===== src/rtl/pc_fetch_if.sv =====
// pc_fetch_if: fetch-unit bus bundle (imem req/rvalid, instr valid/ready, jump target, status)
//   master: the fetch unit; slave: memory/core/branch side
interface pc_fetch_if;
  logic        imem_req;
  logic [29:0] imem_addr;
  logic        imem_rvalid;
  logic [31:0] imem_rdata;
  logic [31:0] instr;
  logic [29:0] instr_pc;
  logic        instr_valid;
  logic        instr_ready;
  logic        jmp_enable;
  logic [29:0] jmp_addr;
  logic        fetch_fault;
  logic [31:0] instret;
  modport master (
    output imem_req, imem_addr, instr, instr_pc, instr_valid, fetch_fault, instret,
    input  imem_rvalid, imem_rdata, instr_ready, jmp_enable, jmp_addr
  );
  modport slave (
    input  imem_req, imem_addr, instr, instr_pc, instr_valid, fetch_fault, instret,
    output imem_rvalid, imem_rdata, instr_ready, jmp_enable, jmp_addr
  );
endinterface


===== src/rtl/pc_fetch_unit.sv =====
// pc_fetch_unit: owns the word PC, fetches one instruction at a time, holds it until the core retires it
//   clk, rst (async, active-high); bus: pc_fetch_if.master carrying
//   imem_req/imem_addr/imem_rvalid/imem_rdata, instr/instr_pc/instr_valid/instr_ready,
//   jmp_enable/jmp_addr (used only on retire), fetch_fault (sticky), instret
module pc_fetch_unit #(
  parameter logic [29:0] RESET_VEC = 30'h0,
  parameter int unsigned TIMEOUT   = 16
) (
  input logic         clk,
  input logic         rst,
  pc_fetch_if.master  bus
);
  typedef enum logic [1:0] {ISSUE, WAIT, HOLD, FAULT} state_t;
  localparam logic [15:0] LAST = 16'(TIMEOUT - 1);
  state_t      state, state_n;
  logic [29:0] pc;
  logic [15:0] cnt;
  logic        retire;
  logic        got;
  always_comb begin
    retire  = state == HOLD && bus.instr_ready;
    got     = state == WAIT && bus.imem_rvalid;
    state_n = state;
    case (state)
      ISSUE:   state_n = WAIT;
      WAIT:    state_n = bus.imem_rvalid ? HOLD : (cnt == LAST ? FAULT : WAIT);
      HOLD:    state_n = retire ? ISSUE : HOLD;
      default: state_n = FAULT;
    endcase
  end
  // req is gated by rst so nothing is requested while reset is held
  assign bus.imem_req    = state == ISSUE && !rst;
  assign bus.imem_addr   = pc;
  assign bus.instr_valid = state == HOLD;
  assign bus.fetch_fault = state == FAULT;
  always_ff @(posedge clk or posedge rst) begin
    if (rst) state <= ISSUE;
    else     state <= state_n;
  end
  always_ff @(posedge clk or posedge rst) begin
    if (rst) begin
      pc           <= RESET_VEC;
      cnt          <= '0;
      bus.instr    <= '0;
      bus.instr_pc <= '0;
      bus.instret  <= '0;
    end else begin
      cnt <= (state == WAIT && !bus.imem_rvalid) ? cnt + 16'd1 : '0;
      if (got) begin
        bus.instr    <= bus.imem_rdata;
        bus.instr_pc <= pc;
      end
      if (retire) begin
        pc          <= bus.jmp_enable ? bus.jmp_addr : pc + 30'd1;
        bus.instret <= bus.instret + 32'd1;
      end
    end
  end
endmodule


===== src/flat_wrapper.sv =====
// flat-port wrapper written by rule: the top's interface ports become plain ports
module pc_fetch_unit_flat 
#(
  parameter logic [29:0] RESET_VEC = 30'h0,
  parameter int unsigned TIMEOUT   = 16
)
  (clk, rst, bus_imem_req, bus_imem_addr, bus_instr, bus_instr_pc, bus_instr_valid, bus_fetch_fault, bus_instret, bus_imem_rvalid, bus_imem_rdata, bus_instr_ready, bus_jmp_enable, bus_jmp_addr);
  pc_fetch_if bus_i ();
  input logic clk;
  input logic rst;
  output wire logic [$bits(bus_i.imem_req)-1:0] bus_imem_req;
  output wire logic [$bits(bus_i.imem_addr)-1:0] bus_imem_addr;
  output wire logic [$bits(bus_i.instr)-1:0] bus_instr;
  output wire logic [$bits(bus_i.instr_pc)-1:0] bus_instr_pc;
  output wire logic [$bits(bus_i.instr_valid)-1:0] bus_instr_valid;
  output wire logic [$bits(bus_i.fetch_fault)-1:0] bus_fetch_fault;
  output wire logic [$bits(bus_i.instret)-1:0] bus_instret;
  input wire logic [$bits(bus_i.imem_rvalid)-1:0] bus_imem_rvalid;
  input wire logic [$bits(bus_i.imem_rdata)-1:0] bus_imem_rdata;
  input wire logic [$bits(bus_i.instr_ready)-1:0] bus_instr_ready;
  input wire logic [$bits(bus_i.jmp_enable)-1:0] bus_jmp_enable;
  input wire logic [$bits(bus_i.jmp_addr)-1:0] bus_jmp_addr;
  assign bus_imem_req = bus_i.imem_req;
  assign bus_imem_addr = bus_i.imem_addr;
  assign bus_instr = bus_i.instr;
  assign bus_instr_pc = bus_i.instr_pc;
  assign bus_instr_valid = bus_i.instr_valid;
  assign bus_fetch_fault = bus_i.fetch_fault;
  assign bus_instret = bus_i.instret;
  assign bus_i.imem_rvalid = bus_imem_rvalid;
  assign bus_i.imem_rdata = bus_imem_rdata;
  assign bus_i.instr_ready = bus_instr_ready;
  assign bus_i.jmp_enable = bus_jmp_enable;
  assign bus_i.jmp_addr = bus_jmp_addr;
  pc_fetch_unit #(.RESET_VEC(RESET_VEC), .TIMEOUT(TIMEOUT)) u_core (.clk(clk), .rst(rst), .bus(bus_i));
endmodule

===== config.mk =====
export PLATFORM = sky130hd
export DESIGN_NAME = pc_fetch_unit_flat
export DESIGN_NICKNAME = d
export VERILOG_FILES = /design/src/rtl/pc_fetch_if.sv /design/src/rtl/pc_fetch_unit.sv /design/src/flat_wrapper.sv
export SDC_FILE = /design/constraint.sdc
export NUM_CORES = 1
export LEC_CHECK = 0
export CAP_MARGIN = 20
export CORE_ASPECT_RATIO = 2
export CORE_UTILIZATION = 30
export DETAILED_ROUTE_END_ITERATION = 8
export HOLD_SLACK_MARGIN = 0.05
export PLACE_DENSITY = 0.65
export SYNTH_ARGS = -nofsm -noshare
export SYNTH_HDL_FRONTEND = slang
export SYNTH_SLANG_ARGS = --single-unit

===== constraint.sdc =====
create_clock -name clk -period 8.3 [get_ports clk]
set_input_delay 1.66 -clock clk [delete_from_list [all_inputs] [get_ports clk]]
set_output_delay 1.66 -clock clk [all_outputs]
set_load 0.1 [all_outputs]

==> flow_metrics.env <==
export IMPL_status="finished, final reports clean"
export IMPL_antenna_cells=0
export IMPL_async_reset_ff_share_pct=100
export IMPL_syn_num_nets=681
export IMPL_areaGrowthSynthToFinish_pct=40.4
export IMPL_grt_pass1_wl_um=29500
export IMPL_clk_latency_ns=0.43
export IMPL_grt_use_total_pct=17.2
export IMPL_viasPerCell=5.03
export IMPL_period_share_pct=61.7
export IMPL_synth_edff_count=0
export IMPL_die_w_um=108
export IMPL_final_hold_violation_count=0
export IMPL_cts_num_sinks=142
export IMPL_wl_um=19000
export IMPL_max_freq_mhz=195
export IMPL_io_pins=194
export IMPL_die_area_sq_um=23100
export IMPL_hp_class="reg2reg"
export IMPL_post_cts_setup_buffer_count=0
export IMPL_start_util_pct=30.5
export IMPL_gp_congestion=0.790
export IMPL_vias=5413
export IMPL_setup_violations=0
export IMPL_timing_clock_skew_ns=0.00780
export IMPL_crit_fanout=2
export IMPL_worstPathArrival_ns=3.46
export IMPL_path_clk_slew_ns=0.05
export IMPL_ant_nets=0
export IMPL_rsz0062_at_grt="false"
export IMPL_htreeDepth=4
export IMPL_final_nets=860
export IMPL_first_global_vias=5308
export IMPL_antenna_found_initial=0
export IMPL_synth_top_area_cell="dfrtp_1"
export IMPL_setup_worst_path_class="in2out"
export IMPL_drt_initial_drc_count=233
export IMPL_overflow=0
export IMPL_core_sq_um=22100
export IMPL_cts_root_buf="clkbuf_16"
export IMPL_cts_hold_buf=0
export IMPL_cts_tree="done"
export IMPL_ys_seq_area_share_pct=52.8
export IMPL_post_cts_resize_count=0
export IMPL_grt_max_degree=77
export IMPL_cp_start_kind="primary input"
export IMPL_cts_buffers=17
export IMPL_end_kind="output pin"
export IMPL_synth_main_ff_cell="dfrtp_1"
export IMPL_drc=0
export IMPL_synthCells=611
export IMPL_synth_area_leaders="dfrtp_1 53%, mux2_2 9.2%, xnor2_1 5.2%, nand3_1 2.5%, nand4_1 2.4%"
export IMPL_dr_pass1_iters=4
export IMPL_io_buffers=193
export IMPL_drive_above_1_share_pct=12.9
export IMPL_die_h_um=214
export IMPL_synth_avg_cell_area_sq_um=11.0
export IMPL_cts_buffer_depth=2
export IMPL_slew_headroom_pct=30.9
export IMPL_slew_violations=0
export IMPL_syn_cell_area_sq_um=6730
export IMPL_rows=77
export IMPL_routedWlPerCell_um=17.7
export IMPL_yosysUniqueCellTypes=58
export IMPL_dp_hpwl_um=13300
export IMPL_finalCriticalPeriod_ns=5.12
export IMPL_fin_tns_setup_ns=0
export IMPL_worst_pin_slew_ns=1.03
export IMPL_yosys_warnings=0
export IMPL_crit_required_ns=6.64
export IMPL_ys_seq_elements=142
export IMPL_cap_viol_max_count=0
export IMPL_yosysTopAreaCellShare_pct=52.8
## synthesized netlist by cell type, types with 4 or more instances
library cell,instances
nor2_1,29
xor2_1,4
dfrtp_1,142
nand2_1,34
clkbuf_1,12
nor3_1,14
nand4_1,26
xnor2_1,40
inv_1,15
a311oi_1,8
and2_1,14
a31oi_1,7
o21ai_0,29
mux2i_1,9
nand3_1,33
buf_2,21
mux2_2,55
or3_1,8
nor4_1,11
and4_1,11
a21oi_1,20
and3_1,16
## area by class of cell
| class | instances | area, sq um |
|---|---|---|
| clock buffer | 21 | 440 |
| inverter | 15 | 61.3 |
| fill | 2106 | 12600 |
| sequential | 142 | 3550 |
| timing repair buffer | 198 | 1980 |
| clock inverter | 9 | 120 |
| tap | 276 | 345 |
| multi-input combinational | 416 | 2940 |
## worst max-delay path, stage by stage
cell	delay, ns
clkdlybuf4s50_1	0.48
nor3_1	0.16
clkdlybuf4s50_1	1.15
## sequential cells by signal (all words and copies together) (netlist names)
signal	cells
u_core.bus.instr_pc	30
u_core.bus.instr	32
u_core.cnt	16
u_core.bus.imem_addr	30
u_core.state	2
u_core.bus.instret	32
## cells by family after synthesis
| logic type | count (synthesis) | share of synthesized area [%] |
|---|---|---|
| AND/OR/NAND/NOR | 217 | 18.4 |
| flip-flops | 142 | 52.8 |
| AO/OA/AOI/OAI | 88 | 8.50 |
| multiplexers | 64 | 10.5 |
| buffers and inverters | 53 | 3.44 |
| XOR/XNOR | 44 | 5.73 |
| adder cells (fa/ha/maj) | 3 | 0.558 |
## metrics by stage
step           hold slack [ns]  util, %  cells  setup slack, ns  area [sq um]
2_1_floorplan            0.455        -    611             2.83          6730
3_5_place_dp             0.471     40.2   1046             3.17          8860
6_report                 0.473     42.8   1077             3.18          9450
5_1_grt                  0.498     42.8   1077             3.12          9450
3_3_place_gp             0.463     40.2   1046             3.16          8860
4_1_cts                  0.478     42.7   1076             3.17          9420
## path summary, 6_finish.rpt
kind                                    startpoint                  endpoint  slack, ns  depth (start not counted)
max                                            rst              bus_imem_req       3.18                          3
min                         u_core.bus.instret[31]    u_core.bus.instret[31]       0.47                          1
max reg2reg                u_core.bus.imem_addr[0]  u_core.bus.imem_addr[28]       5.96                          5
min reg2reg                 u_core.bus.instret[31]    u_core.bus.instret[31]       0.47                          1
max in group asynchronous                      rst   u_core.bus.imem_addr[9]       5.45                          4
min in group asynchronous                      rst             u_core.cnt[1]       1.71                          2
## cell usage in the layout (no fill, tap or decap), drive strengths merged, types with 3 or more instances in the layout
| master | n |
|---|---|
| and3 | 16 |
| clkinv | 6 |
| o21ai | 29 |
| nor2 | 30 |
| a41o | 3 |
| or3 | 8 |
| inv | 15 |
| nand4 | 29 |
| clkbuf | 21 |
| buf | 6 |
| nor4 | 13 |
| and2 | 16 |
| ha | 3 |
| a311oi | 9 |
| clkdlybuf4s50 | 192 |
| xor2 | 4 |
| xnor2 | 40 |
| mux2i | 9 |
| bufinv | 3 |
| and4 | 11 |
| nand3 | 33 |
| a21oi | 20 |
| dfrtp | 142 |
| a31oi | 7 |
| nor3 | 17 |
| nand2 | 34 |
| mux2 | 55 |
## per-layer routing
| layer | track usage, % | wire length, um | up-vias |
|---|---|---|---|
| met1 | 18.1 | 7050 | 2664 |
| met3 | 3.68 | 747 | 29 |
| met5 | 0 | 0 | - |
| met2 | 31.5 | 10700 | 151 |
| li1 | - | - | 2569 |
| met4 | 8.88 | 481 | 0 |
Power is not shown: default switching activity piles up to over one toggle a cycle in this logic, so the estimate is an artifact.
